[src/rtl/gf2mz_add_sched_pkg.sv]
// gf2mz_sched_pkg: shared FSM encoding and default sizes for the polynomial-add scheduler
package gf2mz_sched_pkg;
  localparam int BANK_W_DEF = 3;
  localparam int TMO_CYC_DEF = 1024;
  typedef enum logic [2:0] {
    IDLE  = 3'd0,
    GRANT = 3'd1,
    RUN   = 3'd2,
    DONE  = 3'd3,
    ABORT = 3'd4
  } state_t;
endpackage

[src/rtl/gf2mz_add_sched_if.sv]
// gf2mz_add_sched_if: requester, crossbar-select and adder-engine signals of the scheduler
interface gf2mz_add_sched_if #(
  parameter int NREQ = 4,
  parameter int BANK_W = 3
);
  localparam int IW = $clog2(NREQ);
  logic [NREQ-1:0] req;
  logic [NREQ*BANK_W-1:0] req_a_bank;
  logic [NREQ*BANK_W-1:0] req_b_bank;
  logic [NREQ*BANK_W-1:0] req_c_bank;
  logic [NREQ-1:0] grant;
  logic [NREQ-1:0] ack;
  logic busy;
  logic [BANK_W-1:0] a_sel;
  logic [BANK_W-1:0] b_sel;
  logic [BANK_W-1:0] c_sel;
  logic eng_start;
  logic eng_rst_b;
  logic eng_done;
  logic err;
  logic [IW-1:0] err_id;
  modport master (
    output req, req_a_bank, req_b_bank, req_c_bank, eng_done,
    input grant, ack, busy, a_sel, b_sel, c_sel, eng_start, eng_rst_b, err, err_id
  );
  modport slave (
    input req, req_a_bank, req_b_bank, req_c_bank, eng_done,
    output grant, ack, busy, a_sel, b_sel, c_sel, eng_start, eng_rst_b, err, err_id
  );
endinterface

[src/rtl/gf2mz_rr_pick.sv]
// gf2mz_rr_pick: round-robin winner search starting one past the last granted index
module gf2mz_rr_pick #(
  parameter int NREQ = 4,
  localparam int IW = $clog2(NREQ)
) (
  input  logic [NREQ-1:0] req,
  input  logic [IW-1:0]   ptr,
  output logic            valid,
  output logic [IW-1:0]   win
);
  logic [IW:0] base, s;
  logic [NREQ-1:0] rot;
  logic [IW-1:0] off;
  always_comb begin
    base = {1'b0, ptr} + (IW+1)'(1);
    rot = NREQ'({req, req} >> base);
    off = '0;
    for (int o = NREQ - 1; o >= 0; o--) if (rot[o]) off = IW'(o);
    s = base + {1'b0, off};
    win = (s >= (IW+1)'(NREQ)) ? IW'(s - (IW+1)'(NREQ)) : IW'(s);
    valid = |req;
  end
endmodule

[src/rtl/gf2mz_add_sched.sv]
// gf2mz_add_sched: round-robin sharing of one GF(2^m)[z] adder; watchdog abort enabled by GF2MZ_SCHED_WDOG_EN
module gf2mz_add_sched
  import gf2mz_sched_pkg::*;
#(
  parameter int NREQ = 4,
  parameter int BANK_W = BANK_W_DEF,
  parameter int TMO_CYC = TMO_CYC_DEF
) (
  input logic clk,
  input logic rst,
  gf2mz_add_sched_if.slave bus
);
  localparam int IW = $clog2(NREQ);
  state_t state;
  logic [IW-1:0] ptr, win, pick;
  logic pick_v;
  logic [NREQ-1:0] win_oh;
  logic [BANK_W-1:0] a_bank [NREQ];
  logic [BANK_W-1:0] b_bank [NREQ];
  logic [BANK_W-1:0] c_bank [NREQ];
  for (genvar g = 0; g < NREQ; g++) begin : g_bank
    assign a_bank[g] = bus.req_a_bank[g*BANK_W +: BANK_W];
    assign b_bank[g] = bus.req_b_bank[g*BANK_W +: BANK_W];
    assign c_bank[g] = bus.req_c_bank[g*BANK_W +: BANK_W];
  end
  assign win_oh = NREQ'(1) << win;
  gf2mz_rr_pick #(.NREQ(NREQ)) u_pick (
    .req(bus.req),
    .ptr(ptr),
    .valid(pick_v),
    .win(pick)
  );
`ifdef GF2MZ_SCHED_WDOG_EN
  localparam int CW = $clog2(TMO_CYC + 1);
  logic [CW-1:0] cnt;
`else
  assign bus.err = 1'b0;
  assign bus.err_id = '0;
`endif
  // Outputs are registered from the current state, so eng_start and ack trail GRANT and DONE by one cycle
  always_ff @(posedge clk or posedge rst) begin
    if (rst) begin
      state <= IDLE;
      ptr <= IW'(NREQ - 1);
      win <= '0;
      bus.grant <= '0;
      bus.ack <= '0;
      bus.busy <= 1'b0;
      bus.a_sel <= '0;
      bus.b_sel <= '0;
      bus.c_sel <= '0;
      bus.eng_start <= 1'b0;
      bus.eng_rst_b <= 1'b0;
`ifdef GF2MZ_SCHED_WDOG_EN
      bus.err <= 1'b0;
      bus.err_id <= '0;
      cnt <= '0;
`endif
    end else begin
      bus.ack <= '0;
      bus.eng_start <= (state == GRANT);
      bus.eng_rst_b <= 1'b1;
`ifdef GF2MZ_SCHED_WDOG_EN
      bus.err <= 1'b0;
`endif
      case (state)
        IDLE: if (pick_v) begin
          state <= GRANT;
          win <= pick;
          bus.grant <= NREQ'(1) << pick;
          bus.busy <= 1'b1;
          bus.a_sel <= a_bank[pick];
          bus.b_sel <= b_bank[pick];
          bus.c_sel <= c_bank[pick];
        end
        GRANT: begin
          state <= RUN;
`ifdef GF2MZ_SCHED_WDOG_EN
          cnt <= '0;
`endif
        end
`ifdef GF2MZ_SCHED_WDOG_EN
        RUN: if (bus.eng_done) state <= DONE;
        else if (cnt == CW'(TMO_CYC - 1)) begin
          state <= ABORT;
          bus.err <= 1'b1;
          bus.err_id <= win;
          bus.ack <= win_oh;
          bus.grant <= '0;
          bus.eng_rst_b <= 1'b0;
          ptr <= win;
        end else cnt <= cnt + CW'(1);
        ABORT: begin
          state <= IDLE;
          bus.busy <= 1'b0;
        end
`else
        RUN: if (bus.eng_done) state <= DONE;
`endif
        DONE: begin
          state <= IDLE;
          bus.ack <= win_oh;
          bus.grant <= '0;
          bus.busy <= 1'b0;
          ptr <= win;
        end
        default: state <= IDLE;
      endcase
    end
  end
endmodule

[src/flat_wrapper.sv]
// flat-port wrapper written by rule: the top's interface ports become plain ports
module gf2mz_add_sched_flat import gf2mz_sched_pkg::*;
#(
  parameter int NREQ = 4,
  parameter int BANK_W = BANK_W_DEF,
  parameter int TMO_CYC = TMO_CYC_DEF
)
  (clk, rst, bus_req, bus_req_a_bank, bus_req_b_bank, bus_req_c_bank, bus_eng_done, bus_grant, bus_ack, bus_busy, bus_a_sel, bus_b_sel, bus_c_sel, bus_eng_start, bus_eng_rst_b, bus_err, bus_err_id);
  gf2mz_add_sched_if #(.NREQ(NREQ), .BANK_W(BANK_W)) bus_i ();
  input logic clk;
  input logic rst;
  input wire logic [$bits(bus_i.req)-1:0] bus_req;
  input wire logic [$bits(bus_i.req_a_bank)-1:0] bus_req_a_bank;
  input wire logic [$bits(bus_i.req_b_bank)-1:0] bus_req_b_bank;
  input wire logic [$bits(bus_i.req_c_bank)-1:0] bus_req_c_bank;
  input wire logic [$bits(bus_i.eng_done)-1:0] bus_eng_done;
  output wire logic [$bits(bus_i.grant)-1:0] bus_grant;
  output wire logic [$bits(bus_i.ack)-1:0] bus_ack;
  output wire logic [$bits(bus_i.busy)-1:0] bus_busy;
  output wire logic [$bits(bus_i.a_sel)-1:0] bus_a_sel;
  output wire logic [$bits(bus_i.b_sel)-1:0] bus_b_sel;
  output wire logic [$bits(bus_i.c_sel)-1:0] bus_c_sel;
  output wire logic [$bits(bus_i.eng_start)-1:0] bus_eng_start;
  output wire logic [$bits(bus_i.eng_rst_b)-1:0] bus_eng_rst_b;
  output wire logic [$bits(bus_i.err)-1:0] bus_err;
  output wire logic [$bits(bus_i.err_id)-1:0] bus_err_id;
  assign bus_i.req = bus_req;
  assign bus_i.req_a_bank = bus_req_a_bank;
  assign bus_i.req_b_bank = bus_req_b_bank;
  assign bus_i.req_c_bank = bus_req_c_bank;
  assign bus_i.eng_done = bus_eng_done;
  assign bus_grant = bus_i.grant;
  assign bus_ack = bus_i.ack;
  assign bus_busy = bus_i.busy;
  assign bus_a_sel = bus_i.a_sel;
  assign bus_b_sel = bus_i.b_sel;
  assign bus_c_sel = bus_i.c_sel;
  assign bus_eng_start = bus_i.eng_start;
  assign bus_eng_rst_b = bus_i.eng_rst_b;
  assign bus_err = bus_i.err;
  assign bus_err_id = bus_i.err_id;
  gf2mz_add_sched #(.NREQ(NREQ), .BANK_W(BANK_W), .TMO_CYC(TMO_CYC)) u_core (.clk(clk), .rst(rst), .bus(bus_i));
endmodule
[config.mk]
export PLATFORM = sky130hd
export DESIGN_NAME = gf2mz_add_sched_flat
export DESIGN_NICKNAME = d
export VERILOG_FILES = /design/src/rtl/gf2mz_add_sched_pkg.sv /design/src/rtl/gf2mz_add_sched_if.sv /design/src/rtl/gf2mz_rr_pick.sv /design/src/rtl/gf2mz_add_sched.sv /design/src/flat_wrapper.sv
export SDC_FILE = /design/constraint.sdc
export NUM_CORES = 1
export LEC_CHECK = 0
export CORE_MARGIN = 2
export CORE_UTILIZATION = 46
export CTS_CLUSTER_DIAMETER = 50
export CTS_CLUSTER_SIZE = 25
export DETAILED_ROUTE_END_ITERATION = 16
export HOLD_SLACK_MARGIN = 0.02
export PLACE_DENSITY = 0.81
export SLEW_MARGIN = 0
export SYNTH_ARGS = -nofsm -noshare
export SYNTH_HDL_FRONTEND = slang
export SYNTH_SLANG_ARGS = --single-unit
[constraint.sdc]
create_clock -name clk -period 3.25 [get_ports clk]
set_input_delay 0.65 -clock clk [delete_from_list [all_inputs] [get_ports clk]]
set_output_delay 0.65 -clock clk [all_outputs]
set_load 0.005 [all_outputs]
-- Word-level counts from Yosys, hierarchy flattened
Cells that the tools add are included.
- flip-flop bits (word level): 27
- logic and storage cells: 53
- $add $sub $neg: 3
- order comparisons: 2
- equal/unequal tests: 5
- shift-type cells: 3
- muxes and demuxes: 22
- bitwise logic cells: 1
- reduce and logical (&&, ||, !) cells: 6
- operators by type and width (cell ; count):
    3-bit two-way mux ; 8
    3-bit binary-select mux with 2-bit select ; 3
    2-bit two-way mux ; 5
    3-bit case mux with 3 select lines ; 1
    4-bit two-way mux ; 2
    4-bit case mux with 2 select lines ; 1
    1-bit by 2-bit << shifter with 4-bit output, first input constant ; 2
    8-bit by 3-bit >> shifter with 4-bit output ; 1
    3-bit by 2-bit equality test with 1-bit output, second input constant ; 2
    3-bit >= comparator, second input constant ; 2
    2-bit AND reduction ; 3
    4-bit OR reduction ; 1
    2-bit by 1-bit adder with 3-bit output, second input constant ; 1
    3-bit by 2-bit adder with 3-bit output ; 1
    3-bit by 1-bit equality test with 1-bit output, second input constant ; 1
    3-bit zero test ; 1
    2-bit NOT with 3-bit output ; 1
    2-bit by 1-bit inequality test with 1-bit output, second input constant ; 1
    2-bit inequality test, second input constant ; 1
    1-bit case mux with 2 select lines ; 1
    2-bit nonzero test ; 1
    2-bit by 1-bit subtractor with 2-bit output, second input constant ; 1
    1-bit two-way mux ; 1

-- Depth between registers and ports, before layout
- depth in word-level cells: 13
- depth in mapped cells: 12
- gate-level depth less buffers: 10

-- By module
A second synthesis with hierarchy kept.
- cells, all modules: 141
- area total of the unflattened synthesis: 1530.2 um^2
- by module, submodules not included (module ; instances ; cells an instance ; area each (um^2) ; sequential area each (um^2)):
    gf2mz_add_sched ; 1 ; 115 ; 1355.0 ; 653.1
    gf2mz_rr_pick ; 1 ; 26 ; 175.2 ; 0.0

-- Least setup slack after synthesis
No wires, ideal clock.
- path kind: input -> register
- start: input port bus_req[3]
- end: register u_core.bus.a_sel[0]
- library setup time: 0.128 ns
- arrival: 2.573 ns
- data required time: 3.122 ns
- setup slack: 0.549 ns
- cell stages on the path: 10
- cells stage by stage: buf_2 a221oi_1 a21oi_1 a211oi_1 ha_1 xor2_4 clkbuf_1 nor3_1 mux2i_1 nand3_1
- cells in the longest elaborated chain, start to end: 12
- ends and longest elaborated chain (item ; line ; text):
    from (decl) ; flat_wrapper.sv:12 ; input wire logic [$bits(bus_i.req)-1:0] bus_req;
    8-bit by 3-bit >> shifter with 4-bit output ; gf2mz_rr_pick.sv:16 ; rot = NREQ'({req, req} >> base);
    2-bit two-way mux (4 in series) ; gf2mz_rr_pick.sv:18 ; for (int o = NREQ - 1; o >= 0; o--) if (rot[o]) off = IW'(o);
    3-bit by 2-bit adder with 3-bit output ; gf2mz_rr_pick.sv:19 ; s = base + {1'b0, off};
    3-bit >= comparator or 2-bit by 1-bit subtractor with 2-bit output (tied branches) ; gf2mz_rr_pick.sv:20 ; win = (s >= (IW+1)'(NREQ)) ? IW'(s - (IW+1)'(NREQ)) : IW'(s);
    2-bit two-way mux ; gf2mz_rr_pick.sv:20 ;
    2-bit NOT with 3-bit output (implied by the code) ; gf2mz_add_sched.sv:72 ; bus.a_sel <= a_bank[pick];
    3-bit binary-select mux with 2-bit select ; gf2mz_add_sched.sv:72 ;
    3-bit two-way mux (implied by the code) (2 in series) ; gf2mz_add_sched.sv:72 ;
    to (signal assigned) ; gf2mz_add_sched.sv:72 ;
    to (decl) ; gf2mz_add_sched_if.sv:28 ; output grant, ack, busy, a_sel, b_sel, c_sel, eng_start, eng_rst_b, err, err_id
Several ways; a longest one is shown, not always the timed one. The select of a mux whose other input is x is not followed.
A chain may end at the register's enable or synchronous reset.

-- Worst setup path after layout
- start: input port bus_req[0]
- end: register u_core.bus.c_sel[0]
- cells in the longest elaborated chain, start to end: 12
- ends and longest elaborated chain (item ; line ; text):
    8-bit by 3-bit >> shifter with 4-bit output ; gf2mz_rr_pick.sv:16 ;
    2-bit two-way mux (4 in series) ; gf2mz_rr_pick.sv:18 ;
    3-bit by 2-bit adder with 3-bit output ; gf2mz_rr_pick.sv:19 ;
    3-bit >= comparator or 2-bit by 1-bit subtractor with 2-bit output (tied branches) ; gf2mz_rr_pick.sv:20 ;
    2-bit two-way mux ; gf2mz_rr_pick.sv:20 ;
    2-bit NOT with 3-bit output (implied by the code) ; gf2mz_add_sched.sv:74 ; bus.c_sel <= c_bank[pick];
    3-bit binary-select mux with 2-bit select ; gf2mz_add_sched.sv:74 ;
    3-bit two-way mux (implied by the code) (2 in series) ; gf2mz_add_sched.sv:74 ;
    to (signal assigned) ; gf2mz_add_sched.sv:74 ;
    to (decl) ; gf2mz_add_sched_if.sv:28 ;
Several ways; a longest one is shown, not always the timed one. The select of a mux whose other input is x is not followed.

==> load_flow_metrics.sql <==
INSERT INTO impl_metrics (metric_group, metric, value, unit) VALUES
('setup_path', 'worstSetupEndpointType', 'flop', ''),
('timing', 'clock-skew-final', '1.70', 'ps'),
('synthesis', 'syn_avg_cell_area', '9.27', 'sq um'),
('cts', 'cts-root-to-sink-buffers', '2', ''),
('setup_path', 'regToRegStartpoint', 'u_core.ptr[0]', ''),
('synthesis', 'synth-seq-area-share', '34.1', '%'),
('cts', 'ctsHtreeMaxLevel', '1', ''),
('floorplanning', 'die_area', '4700', 'sq um'),
('floorplanning', 'io-pin-count', '66', ''),
('grt', 'grt_max_degree', '54', ''),
('floorplanning', 'fp.dieW', '68.6', 'um'),
('drt', 'route.detailed.drc', '0', ''),
('place', 'post-place-ws', '145', 'ps'),
('finish', 'final_common_cell', 'sky130_fd_sc_hd__clkdlybuf4s50_1', ''),
('cts', 'ctsRootBufferMaster', 'sky130_fd_sc_hd__clkbuf_8', ''),
('place', 'weighted_congestion_reported_at_the_end_of_routability_driven_placement', '0.776', ''),
('setup_path', 'reg_to_reg_slack_setup', '680', 'ps'),
('pwr', 'leakage', '1.23', 'nW'),
('grt', 'antenna_violations_before_repair', '0', ''),
('drt', 'drt_pre_antenna_iters', '4', ''),
('cts', 'cts_setup_buffers', '0', ''),
('timing', 'max_freq', '354', 'MHz'),
('synthesis', 'syn_inst', '207', ''),
('place', 'port_buffers', '62', ''),
('timing', 'setup_repair_after_global_routing_missed_its_margin', 'false', ''),
('synthesis', 'post_synth_num_cell_types', '39', ''),
('synthesis', 'synth_enable_flop_cells', '0', ''),
('timing', 'maxSlewHeadroom', '33.1', '%'),
('finish', 'n_antenna_cell', '0', ''),
('drt', 'num_vias', '1671', ''),
('setup_path', 'critPathBufInv', '3', ''),
('grt', 'first_global_vias', '1514', ''),
('timing', 'setup_violations', '0', ''),
('setup_path', 'timing.setup.critical_path_class', 'in2reg', ''),
('timing', 'timing_max_transition_violations_final', '0', ''),
('job', 'timing.max_cap.violations', '0', ''),
('timing', 'finalSetupTns', '0', 'ps'),
('setup_path', 'critical_path_cell_list', 'clkdlybuf4s50_1, inv_1, nor3_1, a31oi_1, a21oi_1, a211oi_1, ha_1, xor2_4, buf_4, nor3_1, mux2i_1, nand3_1', ''),
('drt', 'drt_first_iter_violations', '58', ''),
('cts', 'postCtsHoldBufs', '0', ''),
('drt', 'postRouteAntennaNets', '0', ''),
('setup_path', 'critical_path.slowest_cell', 'sky130_fd_sc_hd__clkdlybuf4s50_1', ''),
('drt', 'via_per_inst', '5.29', ''),
('synthesis', 'flip_flop_and_latch_count_after_synthesis', '26', ''),
('floorplanning', 'start_util', '48.0', '%'),
('synthesis', 'fraction_of_post_synthesis_cell_area_in_the_top_cell_type_by_area', '31.3', '%'),
('worst_hold_path', 'number_of_cells_traversed_by_the_worst_hold_path', '2', ''),
('setup_path', 'crit_arrival', '2980', 'ps'),
('setup_path', 'worst-endpoint-required', '3400', 'ps'),
('cts', 'tritoncts', 'done', ''),
('setup_path', 'number_of_cell_instances_on_the_worst_register_to_register_path', '10', ''),
('pwr', 'max-vdd-ir-drop', '0.419', 'mV'),
('synthesis', 'netlist_top_cells_area', 'sky130_fd_sc_hd__dfrtp_1 (31%), sky130_fd_sc_hd__mux2i_1 (19%), sky130_fd_sc_hd__nor3_1 (10%)', ''),
('synthesis', 'yosysWarnings', '0', ''),
('setup_path', 'worstPathMaxFanout', '10', ''),
('synthesis', 'yosys_most_used_dff', 'sky130_fd_sc_hd__dfrtp_1', ''),
('finish', 'finalNonFillerCells', '316', ''),
('setup_path', 'reg2reg_to', 'u_core.bus.c_sel[0]', ''),
('setup_path', 'cp_common_cell', 'sky130_fd_sc_hd__nor3_1', ''),
('drt', 'wirelength', '4.03', 'mm'),
('floorplanning', 'core', '4000', 'sq um'),
('timing', 'min_period_over_period', '87.0', '%'),
('pwr', 'power_density', '908', 'nW/um^2'),
('run_status', 'status', 'finished, final reports clean', ''),
('synthesis', 'yosysTopAreaCell', 'sky130_fd_sc_hd__dfrtp_1', ''),
('finish', 'fin_area', '2630', 'sq um'),
('grt', 'grt_overflow_total', '0', ''),
('floorplanning', 'die_h', '68.6', 'um'),
('cts', 'postCtsResizedCells', '0', ''),
('worst_hold_path', 'hold_path_startpoint', 'u_core.bus.grant[2]', ''),
('setup_path', 'path_delay_family', 'buffers and inverters', '');
per-layer routing:
layer,up-vias,GRT usage [%],wire length (um)
met2,43,31.6,1970
met5,-,0,0
li1,853,-,-
met4,0,3.75,13
met3,2,2.60,178
met1,773,24.7,1870
cells in the mapped netlist, drive strengths merged (2+ instances only):
cell type / number
nand3: 10
o21ai: 8
nor2: 12
buf: 17
ha: 7
conb: 2
dfrtp: 24
clkbuf: 3
nand2: 17
xnor2: 2
mux2i: 36
o32ai: 2
a31oi: 2
dfstp: 2
nor3: 39
inv: 7
o41ai: 2
worst min-delay path: stages (launching register included):
cell	delay (ps)
sky130_fd_sc_hd__dfrtp_1	350
sky130_fd_sc_hd__nand2_1	50
sky130_fd_sc_hd__o21ai_0	60
through the flow:
step	hold WS [ps]	utilization, %
after floorplan	458	-
after global placement	469	64.4
after detailed placement	473	64.4
after CTS	494	65.7
after global routing	513	65.7
final	487	65.7
flip-flops by register name (all words and copies together) (netlist names):
name,cells
u_core.bus.a_sel,3
u_core.bus.ack,4
u_core.bus.b_sel,3
u_core.bus.busy,1
u_core.bus.c_sel,3
u_core.bus.eng_rst_b,1
u_core.bus.eng_start,1
u_core.bus.grant,4
u_core.ptr,2
u_core.state,2
u_core.win,2
worst max-delay path by stage:
stage               startpoint                  end  slack (ps)
finish              bus_req[0]  u_core.bus.c_sel[0]         420
global route        bus_req[0]  u_core.bus.a_sel[0]         190
CTS                 bus_req[0]  u_core.bus.b_sel[1]         430
detailed placement  bus_req[0]  u_core.bus.b_sel[1]         140
global placement    bus_req[2]  u_core.bus.b_sel[1]         200
floorplan           bus_req[3]  u_core.bus.a_sel[0]         550
layout make-up:
class / instances / area [sq um]
clock buffer: 4 / 55.1
fill: 346 / 1370
inverter: 7 / 26.3
multi-input combinational: 156 / 1120
sequential: 26 / 653
tap: 50 / 62.6
timing repair buffer: 73 / 716
power breakdown:
part | internal [mW] | switching (mW)
logic | 0.771 | 0.834
registers | 0.466 | 0.105
clock network | 0.108 | 0.103
total | 1.35 | 1.04
cell families after synthesis:
kind of cell	synth area share, %
other cells	0.392
fa+ha+maj	4.57
flops	34.1
compound gates	9.98
xor+xnor	3.33
simple gates	20.4
buf+inv	8.48
mux	18.8
(Power assumes the default switching activity.)
